<file path="src/rtl/alu_multicycle.sv">
// alu_multicycle: execution stage performing ADD, SUB, OR, SLL and SRL under a start/done
// handshake. ADD/SUB/OR and illegal codes complete in one cycle. Shifts iterate one bit per
// cycle unless ALU_BARREL_SHIFT_EN is defined, in which case they use a combinational barrel
// shifter and also complete in one cycle (busy_o then never asserts).
module alu_multicycle #(
  parameter int unsigned DATA_WIDTH  = 32,
  parameter int unsigned SHAMT_WIDTH = 5   // must equal clog2(DATA_WIDTH)
) (
  input  logic                   clk,
  input  logic                   reset,
  input  logic                   start_i,
  input  logic [3:0]             alu_operation_i,
  input  logic [DATA_WIDTH-1:0]  a_i,
  input  logic [DATA_WIDTH-1:0]  b_i,
  input  logic [SHAMT_WIDTH-1:0] shamt_i,
  output logic                   busy_o,
  output logic                   done_o,
  output logic [DATA_WIDTH-1:0]  result_o,
  output logic                   zero_o,
  output logic                   illegal_op_o
);

  localparam logic [3:0] OpOr  = 4'b0001;
  localparam logic [3:0] OpSll = 4'b0010;
  localparam logic [3:0] OpAdd = 4'b0011;
  localparam logic [3:0] OpSub = 4'b0100;
  localparam logic [3:0] OpSrl = 4'b0101;

`ifdef ALU_BARREL_SHIFT_EN
  localparam bit Iterative = 1'b0;
`else
  localparam bit Iterative = 1'b1;
`endif

  typedef enum logic [0:0] {StIdle, StShift} state_e;

  state_e                 state_q;
  logic [DATA_WIDTH-1:0]  shift_q;
  logic                   shift_left_q;
  logic [SHAMT_WIDTH-1:0] cnt_q;

  logic                   is_shift;
  logic                   illegal_op;
  logic [DATA_WIDTH-1:0]  imm_result;
  logic [DATA_WIDTH-1:0]  shift_step;

  // Single-cycle result for the op presented in IDLE; illegal codes yield zero.
  always_comb begin
    imm_result = '0;
    illegal_op = 1'b0;
    is_shift   = 1'b0;
    case (alu_operation_i)
      OpAdd: imm_result = a_i + b_i;
      OpSub: imm_result = a_i - b_i;
      OpOr:  imm_result = a_i | b_i;
      OpSll: begin
        is_shift = 1'b1;
`ifdef ALU_BARREL_SHIFT_EN
        imm_result = b_i << shamt_i;
`else
        // Only used when shamt_i is zero; nonzero amounts go through the SHIFT state.
        imm_result = b_i;
`endif
      end
      OpSrl: begin
        is_shift = 1'b1;
`ifdef ALU_BARREL_SHIFT_EN
        imm_result = b_i >> shamt_i;
`else
        imm_result = b_i;
`endif
      end
      default: illegal_op = 1'b1;
    endcase
  end

  // One-bit step of the iterative shifter, zero fill in both directions.
  always_comb begin
    shift_step = shift_left_q ? (shift_q << 1) : (shift_q >> 1);
  end

  // Control FSM with registered outputs; done_o is a one-cycle pulse after each completion.
  always_ff @(posedge clk or posedge reset) begin
    if (reset) begin
      state_q      <= StIdle;
      shift_q      <= '0;
      shift_left_q <= 1'b0;
      cnt_q        <= '0;
      busy_o       <= 1'b0;
      done_o       <= 1'b0;
      result_o     <= '0;
      zero_o       <= 1'b1;
      illegal_op_o <= 1'b0;
    end else begin
      done_o <= 1'b0;
      case (state_q)
        StIdle: begin
          if (start_i) begin
            if (Iterative && is_shift && (shamt_i != '0)) begin
              shift_q      <= b_i;
              shift_left_q <= (alu_operation_i == OpSll);
              cnt_q        <= shamt_i;
              busy_o       <= 1'b1;
              state_q      <= StShift;
            end else begin
              result_o     <= imm_result;
              zero_o       <= (imm_result == '0);
              illegal_op_o <= illegal_op;
              done_o       <= 1'b1;
            end
          end
        end
        StShift: begin
          shift_q <= shift_step;
          cnt_q   <= cnt_q - SHAMT_WIDTH'(1);
          if (cnt_q == SHAMT_WIDTH'(1)) begin
            result_o     <= shift_step;
            zero_o       <= (shift_step == '0);
            illegal_op_o <= 1'b0;
            done_o       <= 1'b1;
            busy_o       <= 1'b0;
            state_q      <= StIdle;
          end
        end
        default: state_q <= StIdle;
      endcase
    end
  end

endmodule

</file>
<file path="config.mk">
export PLATFORM = sky130hd
export DESIGN_NAME = alu_multicycle
export DESIGN_NICKNAME = d
export VERILOG_FILES = /design/src/rtl/alu_multicycle.sv
export SDC_FILE = /design/constraint.sdc
export NUM_CORES = 1
export LEC_CHECK = 0
export BUFFER_PORTS_ARGS = -buffer_cell sky130_fd_sc_hd__clkbuf_2
export CORE_MARGIN = 5
export CORE_UTILIZATION = 35
export DETAILED_ROUTE_END_ITERATION = 7
export SYNTH_ARGS = -nofsm -noshare
export SYNTH_HDL_FRONTEND = slang
export SYNTH_SLANG_ARGS = --single-unit
</file>
<file path="constraint.sdc">
create_clock -name clk -period 3.8 [get_ports clk]
set_input_delay 0.19 -clock clk [delete_from_list [all_inputs] [get_ports clk]]
set_output_delay 0.19 -clock clk [all_outputs]
set_load 0.02 [all_outputs]
</file>
==> After elaboration in Yosys (flattened, before gate mapping) <==
Index checks and enable logic that the tools add are counted.
W data, S select, Z words.
{ "totals": {"input_bits": 76, "elab_cells": 67, "regBits": 75} }
{ "op_classes": {"muxes": 33, "eq_ne": 10, "n_reduce_logical": 10, "n_bitwise": 2, "n_addsub": 3} }
{ "op_table": {"columns": ["op", "n"], "rows": [
  ["$mux W32", 6],
  ["$pmux W32 S2", 2],
  ["$pmux W32 S4", 1],
  ["$logic_not A32 Y1", 2],
  ["$add A32 B32 Y32", 1],
  ["$or A32 B32 Y32", 1],
  ["$sub A32 B32 Y32", 1],
  ["$mux W1", 16],
  ["$mux W5", 2],
  ["$pmux W1 S2", 5],
  ["$pmux W5 S2", 1],
  ["$reduce_and A3 Y1", 3],
  ["$eq A4 B2 Y1 const B", 2],
  ["$eq A4 B3 Y1 const B", 2],
  ["$ne A2 B2 Y1 const B", 3],
  ["$eq A5 B1 Y1 const B", 1],
  ["$reduce_bool A5 Y1", 1],
  ["$reduce_or A5 Y1", 1],
  ["$sub A5 B1 Y5 const B", 1],
  ["$eq A4 B1 Y1 const B", 1],
  ["$ne A2 B1 Y1 const B", 1],
  ["$reduce_and A2 Y1", 1],
  ["$reduce_or A2 Y1", 1],
  ["$logic_and A1 B1 Y1", 1],
  ["$not A1 Y1", 1]
]} }

==> Depth between registers and ports, before layout <==
Gate-level depths: netlist of run 1.
{ "depth": {"word_depth": 7, "mapped_depth": 21} }

==> Least setup slack after synthesis of run 1 <==
OpenSTA, ideal clock, no wires.
{ "synth_timing": {"path_kind": "in2reg", "from": "input port b_i[2]", "to": "register zero_o", "n_path_buf": 1, "setup_ns": 0.072, "arrival_ns": 4.759, "cell_stages": 19, "path_slack_ns": -1.031, "cell_sequence": "clkbuf_1 > nor4_1 > nand2_1 > nor4_1 > nand2_1 > or2_2 > o21ai_0 > xor2_1 > ha_1 > nand2_1 > o21ai_0 > a2111oi_0 > a21oi_1 > xnor2_1 > o2111ai_1 > or4b_1 > or4b_1 > or4_1 > o21ai_1"} }
{ "synth_between": {"elab_chain_len": 6} }
{ "synth_lines": {"columns": ["item", "line", "source"], "rows": [
  ["from (decl)", "14", "input logic [DATA_WIDTH-1:0] b_i,"],
  ["$sub A32 B32 Y32, or another cell as far along", "54", "OpSub: imm_result = a_i - b_i;"],
  ["$pmux W32 S4 *", "52", "case (alu_operation_i)"],
  ["$logic_not A32 Y1 *", "107", "zero_o <= (imm_result == '0);"],
  ["$mux W1 *", "99", "if (Iterative && is_shift && (shamt_i != '0)) begin"],
  ["$mux W1 *", "98", "if (start_i) begin"],
  ["$pmux W1 S2 *", "96", "case (state_q)"],
  ["to (signal assigned)", "107", null],
  ["to (signal assigned)", "118", "zero_o <= (shift_step == '0);"],
  ["to (decl)", "19", "output logic zero_o,"]
]} }
Mark *: on every way between the ends. The rest lies on a longest branch, timed or not. The select of a mux whose other input is x is not followed.
A chain may end at the register's enable or synchronous reset.

==> Final worst setup path of run 1 <==
{ "layout_timing": {"from": "input port alu_operation_i[1]", "to": "register zero_o"} }
{ "layout_between": {"elab_chain_len": 7} }
{ "layout_lines": {"columns": ["item", "line", "source"], "rows": [
  ["from (decl)", "12", "input logic [3:0] alu_operation_i,"],
  ["$eq A4 B2 Y1 or $eq A4 B3 Y1 (tied branches)", "52", null],
  ["$reduce_or A2 Y1 (no line)", null, null],
  ["$pmux W32 S4", "52", null],
  ["$logic_not A32 Y1", "107", null],
  ["$mux W1", "99", null],
  ["$mux W1", "98", null],
  ["$pmux W1 S2", "96", null]
]} }
Several ways; a longest one is shown, not always the timed one. The select of a mux whose other input is x is not followed.

==> summary.txt, run 1 <==
total wire length = 26400 um
Root Driver = clkbuf_16
number of DRC markers in iteration 0 = 727
post-synth design cell area = 0.00706 mm^2
FF/Latch Area = 0.00188 mm^2
status = finished, violations left
leakage = 4.48 nW
Avg WL per Cell = 18.5 um
Hold Buf Count CTS = 0
Hold WS = -0.0214 ns
First-pass DRT Iterations = 5
ANT nets after route = 0
power density over cell area = 504 mW/mm^2
fin cells = 1432
worst skew pair latency = 0.34 ns
# H-tree levels = 3
fin. max-slew vios = 0
async set-reset flop share out of synthesis = 100%
vias = 7886
Crit Path Class = input port to register
Max Fclk = 231 MHz
number of synthesized flops with an enable pin = 0
hold crit path type = input port to asynchronous set/reset pin
Tot GR Track Use = 21.5%
Starting Density = 35.2%
Post-Syn Instances = 889
initial antenna violation count = 0
Final #Nets = 1269
yosys warns = 0
Area Growth Syn to Fin = 44.2%
Main synth FF type = dfrtp_1
internal power = 2.92 mW
Worst EP required = 4.07 ns
DP Wirelength = 20200 um
num rows = 52
CTS tree = built
crit path time final = 4.33 ns
Setup-failing EPs final = 1
syn_area_per_cell = 7.94 um^2
DP Cell Count = 1402
Distinct cells, synth = 74
DR vias/cell = 5.51
synthesized flop and latch total = 75
Psw = 2.20 mW
CTS Buf Count = 9
core area = 0.0200 mm^2
Synth Net Count = 1001
Clk pwr share = 19.1%
Sink Count = 75
Tightest Pin Transition = 0.963 ns
register clock-pin slew on the reported worst setup and hold paths = 0.06 ns
Reg power frac = 29.4%
first-pass GRT wire length = 40900 um
Die W = 152 um
failing checks = hold timing, setup timing
Final Hold Vio Count = 23
WP data arrival = 4.60 ns
Max Cap Viol = 0
VDD IR max = 0.370 mV
I/O Buffers = 111
largest net degree at the start of global routing = 68
Rel. slew slack = 35.8%
final setup TNS = -0.529 ns
RSZ-0062 raised after global routing = true
layout cell share with drive strength beyond 1 = 37.4%
Ports = 112
most common cell after layout, fill and taps aside = buf_4
Final Cycle Share = 114%
Startpoint Class = input port
crit-path max FO = 7
fin worst setup slack = -0.529 ns
die outline height = 152 um
Logic pwr share = 51.5%
multi-input logic area = 0.00537 mm^2
Crit. End Element = register
deepest clock path buffer count = 2
Ant. Diodes = 0
die area = 0.0231 mm^2
GRT overflow = 0
sequential share of the synthesized area = 26.6%
commonest cells after routing, fill and taps aside = buf_4, clkbuf_2, a21oi_1, nand2_1, dfrtp_1
vias in the first global route = 7355
skew final = 0.00785 ns
routability cong. = 0.942
total DRC errors in the routed layout = 0
switching share of power = 43.0%
FILL cells = 1976
[critical path: stages]
cell       delay [ns]
clkbuf_2         0.12
or4b_4           0.61
buf_6            0.16
o21ai_2          0.07
xor2_1           0.21
ha_1             0.32
a21oi_2          0.20
o21ai_4          0.10
buf_12           0.14
a2111oi_4        0.32
a21oi_2          0.13
buf_4            0.17
a31oi_1          0.23
xor2_1           0.29
o221ai_1         0.14
or4_1            0.52
or4_4            0.53
o21ai_2          0.14
[logic make-up (layout without fill, tap and decap cells)]
logic type	count (synthesis)	count (layout)	synth area share (%)
flip-flops	75	75	26.6
AO/OA/AOI/OAI	308	308	27.3
adder cells (fa/ha/maj)	36	36	6.49
multiplexers	62	62	8.86
AND/OR/NAND/NOR	275	275	19.1
buffers and inverters	82	355	5.32
XOR/XNOR	51	51	6.33
[power by group through the flow]
stage                     clock network (mW)  logic (mW)  registers (mW)
after floorplan                            0        1.39            1.60
after detailed placement                   0        2.46            1.51
after global placement                     0        2.44            1.50
after CTS                               1.00        2.54            1.50
final                                  0.979        2.64            1.51
after global routing                    1.04        2.90            1.54
[synthesized netlist by cell type (5+ instances only)]
cell / n / area share, %
mux2i_1: 58 / 8.2
a21oi_1: 110 / 7.8
o21a_1: 5 / 0.53
inv_1: 24 / 1.3
a21boi_0: 28 / 3.0
a31oi_1: 12 / 1.1
or3_1: 10 / 0.89
buf_1: 6 / 0.32
and3_1: 9 / 0.80
clkbuf_1: 35 / 1.9
nand2b_1: 9 / 0.80
a21o_1: 11 / 1.2
buf_6: 6 / 0.96
nand4_1: 5 / 0.44
nor4_1: 12 / 1.1
a211oi_1: 7 / 0.74
xnor2_1: 27 / 3.3
o21ai_0: 53 / 3.8
nor3_1: 18 / 1.3
xor2_1: 24 / 3.0
o21ai_1: 5 / 0.35
nand3_1: 14 / 0.99
o31ai_1: 9 / 0.96
buf_2: 6 / 0.43
dfrtp_1: 74 / 26
nor2_1: 69 / 3.7
ha_1: 35 / 6.2
nand2_1: 88 / 4.7
nor2b_1: 8 / 0.71
o22ai_1: 16 / 1.4
[state kept, by name, summed over array words and instances, names as in the netlist]
register / flops
done_o: 1
result_o: 32
state_q: 1
zero_o: 1
shift_left_q: 1
illegal_op_o: 1
cnt_q: 5
shift_q: 32
busy_o: 1
[area by class of cell]
class                   count  area share, %
multi-input cells         732           52.7
repair buffers            314           21.2
flip-flops and latches     75           18.5
well taps                 270           3.32
clock buffers               9           2.21
clock inverters             7           1.14
inverters                  25          0.934
[stage by stage]
step | power, mW | worst slack [ns] | cell area [um^2] | util, %
2_1_floorplan | 3.00 | -0.667 | 7230 | -
3_3_place_gp | 3.95 | -0.960 | 9280 | 46.3
3_5_place_dp | 3.97 | -1.02 | 9280 | 46.3
4_1_cts | 5.04 | -0.433 | 9880 | 49.3
5_1_grt | 5.48 | -0.638 | 10200 | 50.8
6_report | 5.13 | -0.529 | 10200 | 50.8
[worst paths after layout]
path                            slack, ns                  endpoint  cells past startpoint            startpoint
worst min-delay path                -0.02  result_o[30]$_DFFE_PP0P_                      2                 reset
min in group clk                     0.18      cnt_q[4]$_DFFE_PP0P_                      3            shamt_i[4]
worst max register to register       0.73        zero_o$_DFFE_PP1P_                     10  cnt_q[1]$_DFFE_PP0P_
worst max-delay path                -0.53        zero_o$_DFFE_PP1P_                     18    alu_operation_i[1]
worst min register to register       0.51        busy_o$_DFFE_PP0P_                      2    busy_o$_DFFE_PP0P_
max in group asynchronous            2.88        zero_o$_DFFE_PP1P_                      3                 reset
[what timing repair did]
action                     CTS  global route
resized for setup           37            64
buffers inserted             9             6
pin swaps                   34            33
setup endpoints to repair    6             8
[per-layer routing]
metal  track usage (%)  vias to the layer above  wire, um
li1                  -                     3833         -
met3              2.50                       25      1590
met5                 0                        -         0
met2              32.5                      262     11600
met1              33.3                     3766     12900
met4              3.68                        0       348
No activity file was read; power rests on OpenSTA's default activity.
==> inputs of run 2 (changes only) <==
Settings changed: CELL_PAD_IN_SITES_DETAIL_PLACEMENT from default to 1, CELL_PAD_IN_SITES_GLOBAL_PLACEMENT from default to 1, CORE_ASPECT_RATIO from default to 1.5, PLACE_DENSITY_LB_ADDON from default to 0.1.
==> summary.txt, run 2 (synthesized netlist as in run 1, its figures left out) <==
Final Cycle Share = 112% (-1.9 points)
initial antenna violation count = 0 (unchanged)
CTS Buf Count = 9 (unchanged)
Crit Path Class = input port to register
DP Cell Count = 1401 (-0.071%)
power density over cell area = 492 mW/mm^2 (-2.2%)
R2R depth = 10 (unchanged)
hold crit path type = input port to asynchronous set/reset pin
Critical Path End = zero_o$_DFFE_PP1P_
Reg-to-Reg Start = cnt_q[1]$_DFFE_PP0P_
most common cell after layout, fill and taps aside = buf_4
die outline height = 184 um (+21%)
Tightest Pin Transition = 0.974 ns (+0.0106 ns)
vias in the first global route = 8691 (+18%)
Area Growth Syn to Fin = 44.5%
DP Wirelength = 24600 um (+22%)
Startpoint Class = input port
vias = 8084 (+2.5%)
crit path time final = 4.26 ns (-0.0729 ns)
final setup TNS = -0.603 ns (-0.0738 ns)
leakage = 4.52 nW (+0.87%)
largest net degree at the start of global routing = 68 (unchanged)
Hold WS = -0.0182 ns (+0.00321 ns)
commonest cells after routing, fill and taps aside = buf_4, clkbuf_2, a21oi_1, nand2_1, dfrtp_1
placed cell area = 0.00933 mm^2 (+0.46%)
skew final = 0.00943 ns (+0.00158 ns)
First-pass DRT Iterations = 4 (-1)
Sink Count = 75 (unchanged)
num rows = 63 (+21%)
deepest clock path buffer count = 2 (unchanged)
core area = 0.0198 mm^2 (-1.3%)
failing checks = hold timing, setup timing
crit-path max FO = 6 (-1)
reg-to-reg endpoint = zero_o$_DFFE_PP1P_
Rel. slew slack = 35.1% (-0.71 points)
Avg WL per Cell = 21.6 um (+17%)
layout cell share with drive strength beyond 1 = 37.8% (+0.32 points)
register clock-pin slew on the reported worst setup and hold paths = 0.06 ns (about the same)
VDD IR max = 0.295 mV (-20%)
number of DRC markers in iteration 0 = 349 (-52%)
end-of-flow core utilization = 51.6% (+0.76 points)
Die W = 126 um (-17%)
fin. max-slew vios = 0 (unchanged)
routability cong. = 0.967 (+2.7%)
fin cells = 1436 (+0.28%)
WP data arrival = 4.53 ns (-0.07 ns)
R2R Setup Slk = 0.75 ns (+0.02 ns)
die area = 0.0232 mm^2 (+0.25%)
Total Power = 5.02 mW (-2.0%)
Crit. End Element = register
Root Driver = clkbuf_16
Final #Nets = 1283 (+1.1%)
Ports = 112 (unchanged)
Largest regs = result_o: 32 flops, shift_q: 32 flops, cnt_q: 5 flops
total DRC errors in the routed layout = 0 (unchanged)
worst slack, placed = -1.17 ns (-0.155 ns)
multi-input logic area = 0.00539 mm^2 (+0.44%)
CTS tree = built
FILL cells = 2436 (+23%)
worst skew pair latency = 0.34 ns (about the same)
Worst Setup SP = b_i[2]
GRT overflow = 0 (unchanged)
RSZ-0062 raised after global routing = true
first-pass GRT wire length = 48200 um (+18%)
fin worst setup slack = -0.457 ns (+0.0729 ns)
Max Fclk = 235 MHz (+1.7%)
status = finished, violations left
DR vias/cell = 5.63 (+2.2%)
Tot GR Track Use = 26.4% (+4.9 points)
Max Cap Viol = 0 (unchanged)
I/O Buffers = 111 (unchanged)
FF/Latch Area = 0.00188 mm^2 (unchanged)
cell area after layout = 0.0102 mm^2 (+0.21%)
Worst EP required = 4.07 ns (about the same)
Starting Density = 35.7% (+0.45 points)
# H-tree levels = 3 (unchanged)
Setup-failing EPs final = 4 (+3)
Final Hold Vio Count = 22 (-4.3%)
total wire length = 31100 um (+18%)
ANT nets after route = 0 (unchanged)
Ant. Diodes = 0 (unchanged)
-- run 2: repair_timing --
action | CTS | global route
setup buffers | 16 | 7
gates resized for setup | 55 | 47
endpoints found under the setup margin | 12 | 13
pin swaps | 51 | 31
hold buffers | 0 | 0
-- run 2: worst min-delay path by stage --
stage	start	endpoint
floorplan	b_i[16]	shift_q[16]$_DFFE_PP0P_
global placement	reset	shift_q[31]$_DFFE_PP0P_
detailed placement	reset	result_o[30]$_DFFE_PP0P_
CTS	reset	result_o[30]$_DFFE_PP0P_
global route	reset	result_o[27]$_DFFE_PP0P_
finish	reset	result_o[30]$_DFFE_PP0P_
-- run 2: layout make-up --
type,instances,share of cell area (%)
clock buffers,14,2.59
repair buffers,328,21.9
clock inverters,2,0.0981
flip-flops and latches,75,18.4
well taps,260,3.19
inverters,25,0.932
multi-input cells,732,52.8
-- run 2: routing by layer --
layer  up-vias  track usage [%]  wire (um)
met5         -                0          0
li1       3834                -          -
met3        69             3.58        952
met2       192             51.4      17100
met1      3989             27.5      11400
met4         0             12.4       1640
-- run 2: where the power goes --
part           total (mW)  leakage (nW)  switching (mW)  internal [mW]
sequential           1.51         0.822           0.351           1.16
clock               0.804         0.137           0.327          0.477
combinational        2.71          3.56            1.58           1.13
total                5.02          4.52            2.26           2.77
-- run 2: critical path: stages --
cell,delay (ns)
buf_8,0.10
nor4_4,0.33
nand2_2,0.13
buf_4,0.15
buf_4,0.12
o31a_1,0.26
xnor2_2,0.22
ha_4,0.26
buf_4,0.16
a21oi_1,0.14
o21ai_1,0.09
a311o_1,0.30
a31oi_1,0.22
buf_4,0.15
o2111a_1,0.17
or4b_1,0.44
or4b_1,0.46
or4_1,0.50
o21ai_1,0.13
